## config.mk

```make
export PLATFORM = sky130hd
export DESIGN_NAME = bus_arbiter_flat
export DESIGN_NICKNAME = d
export VERILOG_FILES = /design/src/rtl/bus_arbiter_if.sv /design/src/rtl/bus_arbiter.sv /design/src/flat_wrapper.sv
export SDC_FILE = /design/constraint.sdc
export NUM_CORES = 1
export LEC_CHECK = 0
export BUFFER_PORTS_ARGS = -buffer_cell sky130_fd_sc_hd__buf_2
export CORE_AREA = 4 4 41 43
export DETAILED_ROUTE_END_ITERATION = 8
export DIE_AREA = 0 0 45 47
export PLACE_DENSITY = 0.77
export SYNTH_ARGS = -nofsm -noshare
export SYNTH_HDL_FRONTEND = slang
export SYNTH_SLANG_ARGS = --single-unit
```

## constraint.sdc

```tcl
create_clock -name clk -period 4.9 [get_ports clk]
set_clock_uncertainty 0.05 [all_clocks]
set_input_delay 0.49 -clock clk [delete_from_list [all_inputs] [get_ports clk]]
set_output_delay 0.49 -clock clk [all_outputs]
set_load 0.02 [all_outputs]
```

## src/rtl/bus_arbiter_if.sv

```systemverilog
// rtl/bus_arbiter_if.sv - request/grant signal bundle between the two masters and bus_arbiter
interface bus_arbiter_if;
  logic       m1_bus_req;
  logic       m2_bus_req;
  logic       tx_busy;
  logic [1:0] bus_grant;
  logic       m1_grant;
  logic       m2_grant;
  logic       bus_busy;

  modport master (
    output m1_bus_req, m2_bus_req, tx_busy,
    input  bus_grant, m1_grant, m2_grant, bus_busy
  );

  modport slave (
    input  m1_bus_req, m2_bus_req, tx_busy,
    output bus_grant, m1_grant, m2_grant, bus_busy
  );
endinterface

```

## src/rtl/bus_arbiter.sv

```systemverilog
// rtl/bus_arbiter.sv - two-master arbiter with registered one-hot grant and bounded tenure
// ARB_ROUND_ROBIN_EN selects round-robin tie-break; undefined gives fixed M1 priority.
module bus_arbiter #(
  parameter int HOLD_MAX = 16,
  parameter int CNT_W    = 5
) (
  input  logic          clk,
  input  logic          rstn,
  bus_arbiter_if.slave  bus
);

  typedef enum logic [1:0] {
    IDLE   = 2'd0,
    GNT_M1 = 2'd1,
    GNT_M2 = 2'd2
  } state_t;

  localparam bit              TIMEOUT_EN = (HOLD_MAX != 0);
  localparam logic [CNT_W-1:0] CNT_MAX   = '1;
  localparam logic [CNT_W-1:0] CNT_LIMIT = (HOLD_MAX == 0) ? '0 : CNT_W'(HOLD_MAX - 1);
`ifdef ARB_ROUND_ROBIN_EN
  localparam bit RR_EN = 1'b1;
`else
  localparam bit RR_EN = 1'b0;
`endif

  state_t           state_q, state_d;
  logic [CNT_W-1:0] hold_cnt_q, hold_cnt_d;
  logic             last_q, last_d;        // 1 = M2 was granted most recently
  logic             preempt_q, preempt_d;  // last tenure ended by timeout, not by release
  logic [1:0]       grant_q, grant_d;
  logic             own_req;
  logic             other_req;
  logic             hold_expired;

  always_comb begin
    state_d      = state_q;
    hold_cnt_d   = hold_cnt_q;
    last_d       = last_q;
    preempt_d    = preempt_q;
    own_req      = 1'b0;
    other_req    = 1'b0;
    hold_expired = 1'b0;

    case (state_q)
      IDLE: begin
        hold_cnt_d = '0;
        if (bus.m1_bus_req && bus.m2_bus_req) begin
          if (RR_EN || preempt_q) state_d = last_q ? GNT_M1 : GNT_M2;
          else                    state_d = GNT_M1;
        end else if (bus.m1_bus_req) begin
          state_d = GNT_M1;
        end else if (bus.m2_bus_req) begin
          state_d = GNT_M2;
        end
      end
      GNT_M1, GNT_M2: begin
        own_req      = (state_q == GNT_M1) ? bus.m1_bus_req : bus.m2_bus_req;
        other_req    = (state_q == GNT_M1) ? bus.m2_bus_req : bus.m1_bus_req;
        hold_expired = TIMEOUT_EN && (hold_cnt_q >= CNT_LIMIT) && other_req && !bus.tx_busy;
        if (!own_req || hold_expired) begin
          state_d    = IDLE;
          hold_cnt_d = '0;
          preempt_d  = hold_expired && own_req;
        end else if (other_req && (hold_cnt_q != CNT_MAX)) begin
          hold_cnt_d = hold_cnt_q + 1'b1;
        end
      end
      default: begin
        state_d    = IDLE;
        hold_cnt_d = '0;
      end
    endcase

    if ((state_q == IDLE) && (state_d != IDLE)) begin
      last_d    = (state_d == GNT_M2);
      preempt_d = 1'b0;
    end

    grant_d = {state_d == GNT_M2, state_d == GNT_M1};
  end

  always_ff @(posedge clk or negedge rstn) begin
    if (!rstn) begin
      state_q    <= IDLE;
      hold_cnt_q <= '0;
      last_q     <= 1'b1;
      preempt_q  <= 1'b0;
      grant_q    <= 2'b00;
    end else begin
      state_q    <= state_d;
      hold_cnt_q <= hold_cnt_d;
      last_q     <= last_d;
      preempt_q  <= preempt_d;
      grant_q    <= grant_d;
    end
  end

  assign bus.bus_grant = grant_q;
  assign bus.m1_grant  = grant_q[0];
  assign bus.m2_grant  = grant_q[1];
  assign bus.bus_busy  = |grant_q;

endmodule

```

## src/flat_wrapper.sv

```systemverilog
// flat-port wrapper written by rule: the top's interface ports become plain ports
module bus_arbiter_flat 
#(
  parameter int HOLD_MAX = 16,
  parameter int CNT_W    = 5
)
  (clk, rstn, bus_m1_bus_req, bus_m2_bus_req, bus_tx_busy, bus_bus_grant, bus_m1_grant, bus_m2_grant, bus_bus_busy);
  bus_arbiter_if bus_i ();
  input  logic clk;
  input  logic rstn;
  input wire logic [$bits(bus_i.m1_bus_req)-1:0] bus_m1_bus_req;
  input wire logic [$bits(bus_i.m2_bus_req)-1:0] bus_m2_bus_req;
  input wire logic [$bits(bus_i.tx_busy)-1:0] bus_tx_busy;
  output wire logic [$bits(bus_i.bus_grant)-1:0] bus_bus_grant;
  output wire logic [$bits(bus_i.m1_grant)-1:0] bus_m1_grant;
  output wire logic [$bits(bus_i.m2_grant)-1:0] bus_m2_grant;
  output wire logic [$bits(bus_i.bus_busy)-1:0] bus_bus_busy;
  assign bus_i.m1_bus_req = bus_m1_bus_req;
  assign bus_i.m2_bus_req = bus_m2_bus_req;
  assign bus_i.tx_busy = bus_tx_busy;
  assign bus_bus_grant = bus_i.bus_grant;
  assign bus_m1_grant = bus_i.m1_grant;
  assign bus_m2_grant = bus_i.m2_grant;
  assign bus_bus_busy = bus_i.bus_busy;
  bus_arbiter #(.HOLD_MAX(HOLD_MAX), .CNT_W(CNT_W)) u_core (.clk(clk), .rstn(rstn), .bus(bus_i));
endmodule
```

## Word level (Yosys, flattened, before mapping)

Index checks and enable logic that the tools add are counted.

- Word-level logic and storage cells: 44
- Output and inout port bits: 5
- Input port bits: 5
- Bits in registers: 11

- Add/sub/neg operators: 1
- Reductions and logical operators: 16
- Multiplexer cells: 15
- Eq/ne operators: 6
- Order comparisons: 1

Operators with widths:

| operator | number |
|---|---|
| $mux W5 | 3 |
| $mux W2 | 6 |
| $logic_and A1 B1 Y1 | 6 |
| $reduce_bool A2 Y1 | 3 |
| $add A5 B1 Y5 const B | 1 |
| $ge A5 B4 Y1 const B | 1 |
| $mux W1 | 5 |
| $ne A5 B5 Y1 const B | 1 |
| $eq A2 B1 Y1 const B | 2 |
| $eq A2 B2 Y1 const B | 2 |
| $pmux W2 S2 | 1 |
| $reduce_or A2 Y1 | 2 |
| $ne A3 B1 Y1 const B | 1 |
| $logic_not A1 Y1 | 2 |
| $logic_not A2 Y1 | 1 |
| $reduce_and A2 Y1 | 1 |
| $logic_or A1 B1 Y1 | 1 |

## Depth between registers and ports, before layout

Gate-level depths: netlist of run 1.

- Depth after elaboration: 11
- Gate-level depth with buffers: 8
- Depth with buffers taken out: 8

## Worst setup path after synthesis of run 1

No wires, ideal clock.

- Path type: reg-to-reg
- Start point: register u_core.hold_cnt_q[0]
- End point: register u_core.grant_q[0], in the netlist u_core.bus.bus_grant[0]
- Period minus slack after synthesis: 1.809 ns
- Stages on the path, launching flop included: 9
- Path slack: 3.091 ns
- Data arrival time: 1.640 ns
- Path buffers: 0
- Required time: 4.731 ns
- Path through: dfrtp_1 ha_1 and3_1 ha_1 nor2_1 a211o_2 nand4_2 and2_4 and2_1

- Cells in the longest elaborated chain, start to end: 7

Ends and longest elaborated chain:

| item | RTL line | source |
|---|---|---|
| from (decl) | bus_arbiter.sv:28 | `logic [CNT_W-1:0] hold_cnt_q, hold_cnt_d;` |
| from (signal assigned) | bus_arbiter.sv:92 | `hold_cnt_q <= hold_cnt_d;` |
| $ge A5 B4 Y1 | bus_arbiter.sv:60 | `hold_expired = TIMEOUT_EN && (hold_cnt_q >= CNT_LIMIT) && other_req && !bus.tx_busy;` |
| $logic_and A1 B1 Y1 (2 in series) | bus_arbiter.sv:60 |  |
| $logic_or A1 B1 Y1 | bus_arbiter.sv:61 | `if (!own_req \|\| hold_expired) begin` |
| $mux W2 | bus_arbiter.sv:61 |  |
| $pmux W2 S2 | bus_arbiter.sv:45 | `case (state_q)` |
| $eq A2 B1 Y1 | bus_arbiter.sv:80 | `grant_d = {state_d == GNT_M2, state_d == GNT_M1};` |
| via u_core.grant_d[0] | bus_arbiter.sv:31 | `logic [1:0] grant_q, grant_d;` |
| to (signal assigned) | bus_arbiter.sv:95 | `grant_q <= grant_d;` |
| to (decl) | bus_arbiter.sv:31 |  |

The timed path passes the listed nets, and every way through them passes these cells.
A chain may end at the register's enable or synchronous reset.

## Worst setup path in the final report of run 1

Ends and elaborated chain as after synthesis.

==> results of run 1 <==
## per-stage QoR
stage / hold WS (ns) / worst slack [ns] / cell area (sq um) / utilization
CTS: 0.02172 / 2.952 / 747.0 / 0.5740
floorplan: 0.1444 / 3.091 / 671.9 / -
global route: 0.02729 / 2.750 / 747.0 / 0.5740
global placement: 0.3157 / 3.024 / 720.7 / 0.5538
finish: 0.02232 / 2.971 / 747.0 / 0.5740
detailed placement: 0.3165 / 2.969 / 720.7 / 0.5538
## power by group
group | leakage [nW] | internal (mW) | total, mW | switching [mW]
logic | 0.198 | 0.0949 | 0.223 | 0.128
registers | 0.145 | 0.120 | 0.144 | 0.0231
clock network | 0.0150 | 0.0315 | 0.0613 | 0.0297
total | 0.358 | 0.247 | 0.428 | 0.181
## flip-flops by register name (all words and copies together), names as in the netlist
| signal | flops |
|---|---|
| u_core.preempt_q | 1 |
| u_core.hold_cnt_q | 5 |
| u_core.state_q | 2 |
| u_core.bus.bus_grant | 2 |
| u_core.last_q | 1 |
## critical path: cells and delay by family (launching register included)
family | cells | cell delay [ns]
and+or+nand+nor | 5 | 0.75
adders and majority gates | 2 | 0.41
DFF | 1 | 0.42
AOI/OAI and AO/OA | 1 | 0.19
## Yosys cell counts, drive strengths merged (3+ instances only)
| cell | number | area, sq um |
|---|---|---|
| inv | 4 | 15.01 |
| nand4 | 3 | 25.02 |
| nor2 | 12 | 45.04 |
| ha | 6 | 75.07 |
| dfrtp | 10 | 250.2 |
## routing by layer
metal	global-route usage	part of all wire	vias to the layer above
met1	0.1571	0.49	214
met5	0	0	-
met4	0.1228	0.039	0
li1	-	-	248
met2	0.1836	0.43	7
met3	0.03448	0.038	5
## worst max-delay path by stage
stage | from | to | slack [ns] | cells past startpoint
finish | u_core.hold_cnt_q[0]$_DFFE_PN0P_ | u_core.bus.bus_grant[0]$_DFF_PN0_ | 2.97 | 8
detailed placement | u_core.hold_cnt_q[0]$_DFFE_PN0P_ | u_core.hold_cnt_q[3]$_DFFE_PN0P_ | 2.97 | 7
global placement | u_core.hold_cnt_q[0]$_DFFE_PN0P_ | u_core.bus.bus_grant[0]$_DFF_PN0_ | 3.02 | 8
floorplan | u_core.hold_cnt_q[0]$_DFFE_PN0P_ | u_core.bus.bus_grant[0]$_DFF_PN0_ | 3.09 | 8
CTS | u_core.hold_cnt_q[0]$_DFFE_PN0P_ | u_core.hold_cnt_q[3]$_DFFE_PN0P_ | 2.95 | 7
global route | u_core.hold_cnt_q[0]$_DFFE_PN0P_ | u_core.hold_cnt_q[3]$_DFFE_PN0P_ | 2.75 | 7
## final cells by class
cell class	instances	area, sq um
multi-input cells	49	365.4
fillers	123	554.3
repair buffers	9	45.04
well taps	15	18.77
flip-flops and latches	11	276.5
clock buffers	4	26.28
inverters	4	15.01
## kinds of logic (layout without fill, tap and decap cells)
kind of cell | after synthesis | after routing
simple gates | 26 | 26
xor+xnor | 3 | 3
fa+ha+maj | 6 | 6
flops | 11 | 11
mux | 2 | 2
buf+inv | 6 | 17
compound gates | 12 | 12
==> metrics.yaml, run 1 <==
run_status:
  status: "finished, final reports clean"
yosys:
  synth_top_family_by_area: "simple AND/OR/NAND/NOR gates"
  synth.area.mux_share: 0.03166
  yosys_warnings: 0
  synth-xor-area-share: 0.03911
  ys_ff_latch: 11
  synth_adder_area_share: 0.1117
  avgSynthCellArea_sq_um: 10.18
  synth_cell_types: 31
  ys.flop_type: "dfrtp_1"
  synth-async-reset-ratio: 1.000
  synth_edf_count: 0
  synth_compound_area_frac: 0.1434
  netlist_instances: 66
  netlist_area_sq_um: 671.9
  synth.net_count: 77
  ys_seq_area_frac: 0.4115
  yosys.area_share.simple: 0.2179
pwr:
  p_per_area_nw_per_um2: 573.3
  fin_total_pwr_mw: 0.4282
  peakVddDrop_mv: 0.2768
  leakage_nw: 0.3583
cts:
  cts_tree: "built"
  clock-root-buffer: "clkbuf_4"
  clock_path_buffers: 2
  h-tree-depth: 1
  cts.hold.buffers_added: 0
  clkSlewWorstSetupHoldPaths_ns: 0.07
  clock-sinks: 11
  post_cts_buffers: 0
  cts_resized: 0
  worst_skew_pair.late_latency_ns: 0.27
  numCtsBuffers: 3
detailed_routing:
  avgRoutedWirePerCell_um: 11.87
  drt_iter0_markers: 1
  ant_nets: 0
  routed_wirelength_um: 1092
  drc: 0
  num_vias: 474
  viasPerCell: 5.152
  dr.pass1.iters: 4
layout:
  antenna_cells: 0
  fin_nets: 89
  mostFrequentLayoutCells: "nor2_1, dfrtp_1, buf_2"
  area_growth_pct: 11.17
  fin_cells: 92
  layout_commonest_cell: "nor2_1"
  drive_gt1_frac: 0.2727
grt:
  grt_max_degree: 12
  antenna_found_initial: 0
  grt_pass1_wl_um: 1869
  grt.total_usage: 0.1292
  gr-total-overflow: 0
  first_global_vias: 462
setup_path:
  worst_r2r_startpoint: "u_core.hold_cnt_q[0]$_DFFE_PN0P_"
  worstPathMaxFanout: 4
  cpPeakStageDelay_ns: 0.42
  crit_chain: "ha_1, and3_1, ha_1, nor2_1, a211o_2, nand4_2, and2_4, and2_1"
  setup.worst_path.end_class: "flip-flop"
  worst-r2r-setup-slack_ns: 2.97
  cp-start-kind: "flip-flop"
  cp.required_ns: 5.01
  r2r_cells: 8
  r2r-end: "u_core.bus.bus_grant[0]$_DFF_PN0_"
  path_class: "flip-flop to flip-flop"
  arrival_ns: 2.04
  slowest_stage: "dfrtp_1"
  cpMostUsedCell: "ha_1"
floorplanning:
  die_w_um: 45
  row_count: 13
  io_pins: 10
  die_area_sq_um: 2115
  core-area_sq_um: 1301
  die_h_um: 47
  start_util: 0.5163
min_path:
  hold_path_class: "input pin to async pin"
sta:
  finalMaxSlewViolations: 0
  post-route-period-util: 0.3938
  slew_headroom: 0.7094
  max_freq_mhz: 518.3
  min_period_ns: 1.929
  timing.final.hold_violations: 0
  worst_pin_slew_ns: 0.4343
  rsz0062_at_grt: "false"
  setup_viol: 0
  setup_tns_ns: 0
placement:
  gp_congestion: 0.7768
  placedCellCount: 88
  io_buffers: 9
  place.detailed.hpwl_um: 846.9
job:
  drv_cap: 0
Power figures use the tool's default switching activity.
==> run 2: changes to the inputs <==
--- a/config.mk
+++ b/config.mk
@@ -5,11 +5,12 @@
 export SDC_FILE = /design/constraint.sdc
 export NUM_CORES = 1
 export LEC_CHECK = 0
+export ABC_AREA = 1
 export BUFFER_PORTS_ARGS = -buffer_cell sky130_fd_sc_hd__buf_2
-export CORE_AREA = 4 4 41 43
+export CORE_MARGIN = 4
+export CORE_UTILIZATION = 53
 export DETAILED_ROUTE_END_ITERATION = 8
-export DIE_AREA = 0 0 45 47
-export PLACE_DENSITY = 0.77
+export PLACE_DENSITY = 0.8
 export SYNTH_ARGS = -nofsm -noshare
 export SYNTH_HDL_FRONTEND = slang
 export SYNTH_SLANG_ARGS = --single-unit
==> constraint.sdc (replaced) <==
create_clock -name clk -period 2 [get_ports clk]
set_clock_uncertainty 0.05 [all_clocks]
set_input_delay 0.2 -clock clk [delete_from_list [all_inputs] [get_ports clk]]
set_output_delay 0.2 -clock clk [all_outputs]
set_load 0.02 [all_outputs]
==> run 2 against run 1 <==
Final area up 9.0%. Global-route usage up 2.3 points. Power up 120%. Sequential power up 120%. Synthesized area up 5.0%. Die area down 6.4%. Clock power up 140%. Combinational power up 120%. Sequential share of layout area down 3.1 points. Critical path depth up 5. Highest routed layer unchanged.
==> metrics.yaml, run 2 <==
detailed_routing:
  avgRoutedWirePerCell_um: 11.05  # -6.9%
  viasPerCell: 4.939  # -4.1%
  dr.pass1.iters: 4  # unchanged
  routed_wirelength_um: 1260  # +15%
  num_vias: 563  # +19%
  drt_iter0_markers: 4  # +3
  drc: 0  # unchanged
  ant_nets: 0  # unchanged
grt:
  grt_pass1_wl_um: 2118  # +13%
  grt_max_degree: 12  # unchanged
  grt.total_usage: 0.1527  # +0.02347
  antenna_found_initial: 0  # unchanged
  gr-total-overflow: 0  # unchanged
  first_global_vias: 525  # +14%
sta:
  rsz0062_at_grt: "false"
  worst_pin_slew_ns: 0.3589  # -0.07535 ns
  min_period_ns: 1.861  # -0.06801 ns
  max_freq_mhz: 537.2  # +3.7%
  timing.final.hold_violations: 0  # unchanged
  slew_headroom: 0.7591  # +0.04970
  finalMaxSlewViolations: 0  # unchanged
  setup_tns_ns: 0  # unchanged
  post-route-period-util: 0.9307  # +0.5370
  setup_viol: 0  # unchanged
  whs_ns: 0.2601  # +0.2378 ns
run_status:
  status: "finished, final reports clean"
floorplanning:
  die_w_um: 44.49  # -1.1%
  row_count: 12  # -1
  die_area_sq_um: 1979  # -6.4%
  core-area_sq_um: 1186  # -8.8%
  start_util: 0.5949  # +0.07859
  die_h_um: 44.49  # -5.3%
  io_pins: 10  # unchanged
yosys:
  synth_top_cell_area_share: 0.3546  # -0.01783
  ys_seq_area_frac: 0.3918  # -0.01970
  synth_cell_types: 24  # -23%
  yosys_warnings: 0  # unchanged
  avgSynthCellArea_sq_um: 8.302  # -18%
  netlist_area_sq_um: 705.7  # +5.0%
  synth_edf_count: 0  # unchanged
  synth-async-reset-ratio: 1.000  # unchanged
  synth_top_area_cell: "dfrtp_1"
  ys_ff_latch: 11  # unchanged
  synth_common_cells: "nand2_1, inv_1, dfrtp_1"
  synthTopCellsByArea: "dfrtp_1, ha_1, nand2_1"
  netlist_instances: 85  # +29%
  ys.flop_type: "dfrtp_1"
  synth.net_count: 96  # +25%
  yosysMostFrequentCell: "nand2_1"
setup_path:
  r2r_cells: 13  # +5
  worstPathMaxFanout: 4  # unchanged
  cpPeakStageDelay_ns: 0.41  # about the same
  slowest_stage: "dfrtp_1"
  crit_chain: "ha_1, and3_1, ha_1, nor2_1, nand2_1, nand2_2, nand3_1, nand2_2, nand2_2, nand2_2, nand2_1, nand2_1, nand2_1"
  cp-start-kind: "flip-flop"
  worst_r2r_startpoint: "u_core.hold_cnt_q[1]$_DFFE_PN0P_"
  setup.worst_path.end_class: "flip-flop"
  arrival_ns: 2.01  # -0.03 ns
  r2r-end: "u_core.last_q$_DFFE_PN1P_"
  worst-r2r-setup-slack_ns: 0.14  # -2.83 ns
  path_class: "flip-flop to flip-flop"
  cp.required_ns: 2.15  # -2.86 ns
cts:
  clock_path_buffers: 2  # unchanged
  cts_tree: "built"
  clock-sinks: 11  # unchanged
  h-tree-depth: 1  # unchanged
  clock-root-buffer: "clkbuf_4"
  numCtsBuffers: 3  # unchanged
  clkSlewWorstSetupHoldPaths_ns: 0.06  # about the same
  worst_skew_pair.late_latency_ns: 0.27  # about the same
layout:
  fin_area_sq_um: 814.5  # +9.0%
  regMostFlops: "u_core.hold_cnt_q"
  layout_commonest_cell: "nand2_1"
  largest_reg_flops: 5  # unchanged
  mostFrequentLayoutCells: "nand2_1, inv_1, dfrtp_1"
  area_growth_pct: 15.43
  fin_nets: 112  # +26%
  drive_gt1_frac: 0.3100  # +0.03727
  antenna_cells: 0  # unchanged
  fin_util: 0.6867  # +0.1127
job:
  drv_cap: 0  # unchanged
placement:
  gp_congestion: 0.7655  # -1.5%
  io_buffers: 9  # unchanged
  place.detailed.hpwl_um: 1010  # +19%
  dpl-instance-area_sq_um: 753.2  # +4.5%
pwr:
  p_per_area_nw_per_um2: 1174  # +100%
  peakVddDrop_mv: 0.7670  # +180%
  leakage_nw: 0.4471  # +25%
  fin_total_pwr_mw: 0.9559  # +120%
min_path:
  hold_path_class: "input pin to async pin"
run 2: cell count changes after synthesis, sizes merged, moves of 2 or more:
| cell | change |
|---|---|
| and2 | -2 |
| o21ai | +3 |
| nand3 | +3 |
| nor2 | -4 |
| nand2b | -2 |
| nand2 | +21 |
| inv | +10 |
run 2: what timing repair did:
action	4_1_cts	5_1_grt
hold buffers	1	0
setup endpoints to repair	0	1
endpoints found under the hold margin	11	0
buffers inserted	0	3
gates resized for setup	0	1
run 2: worst max path at each step:
| stage | startpoint | endpoint | cells past startpoint |
|---|---|---|---|
| floorplan | u_core.hold_cnt_q[0]$_DFFE_PN0P_ | u_core.last_q$_DFFE_PN1P_ | 13 |
| global placement | u_core.hold_cnt_q[0]$_DFFE_PN0P_ | u_core.last_q$_DFFE_PN1P_ | 13 |
| detailed placement | u_core.hold_cnt_q[0]$_DFFE_PN0P_ | u_core.last_q$_DFFE_PN1P_ | 13 |
| CTS | u_core.hold_cnt_q[0]$_DFFE_PN0P_ | u_core.last_q$_DFFE_PN1P_ | 13 |
| global route | u_core.hold_cnt_q[1]$_DFFE_PN0P_ | u_core.last_q$_DFFE_PN1P_ | 13 |
| finish | u_core.hold_cnt_q[1]$_DFFE_PN0P_ | u_core.last_q$_DFFE_PN1P_ | 13 |
run 2: through the flow:
stage          worst slack, ns  instances
2_1_floorplan           0.2941         85
3_3_place_gp            0.1787        106
3_5_place_dp            0.1055        106
4_1_cts                0.08762        111
5_1_grt                0.01618        114
6_report                0.1386        114
run 2: final cells by class:
| cell class | count | area, sq um |
|---|---|---|
| multi-input cells | 58 | 364.1 |
| clock buffers | 4 | 26.28 |
| well taps | 14 | 17.52 |
| fillers | 101 | 371.6 |
| inverters | 14 | 52.55 |
| flip-flops and latches | 11 | 276.5 |
| repair buffers | 13 | 77.57 |
run 2: layer usage:
layer | global-route usage | vias up | routed length (um) | part of all wire
met5 | 0 | - | 0 | 0
met4 | 0.07229 | 0 | 28 | 0.022
met3 | 0.06098 | 4 | 87 | 0.069
met2 | 0.2436 | 18 | 593 | 0.47
met1 | 0.1768 | 248 | 551 | 0.44
li1 | - | 293 | - | -
run 2: cells by family after synthesis:
family | synth area share
simple gates | 0.3014
buf+inv | 0.09574
flops | 0.3919
compound gates | 0.06737
fa+ha+maj | 0.1064
xor+xnor | 0.03724
run 2: power breakdown:
part / total, mW / switching [mW] / internal, mW
registers: 0.320 / 0.0405 / 0.280
logic: 0.487 / 0.306 / 0.181
clock network: 0.149 / 0.0712 / 0.0773
total: 0.956 / 0.418 / 0.538
run 2: worst max-delay path, delay by kind of cell (launching register included):
| family | cells | cell delay [ns] |
|---|---|---|
| fa+ha+maj | 2 | 0.38 |
| flops | 1 | 0.41 |
| simple gates | 11 | 0.95 |
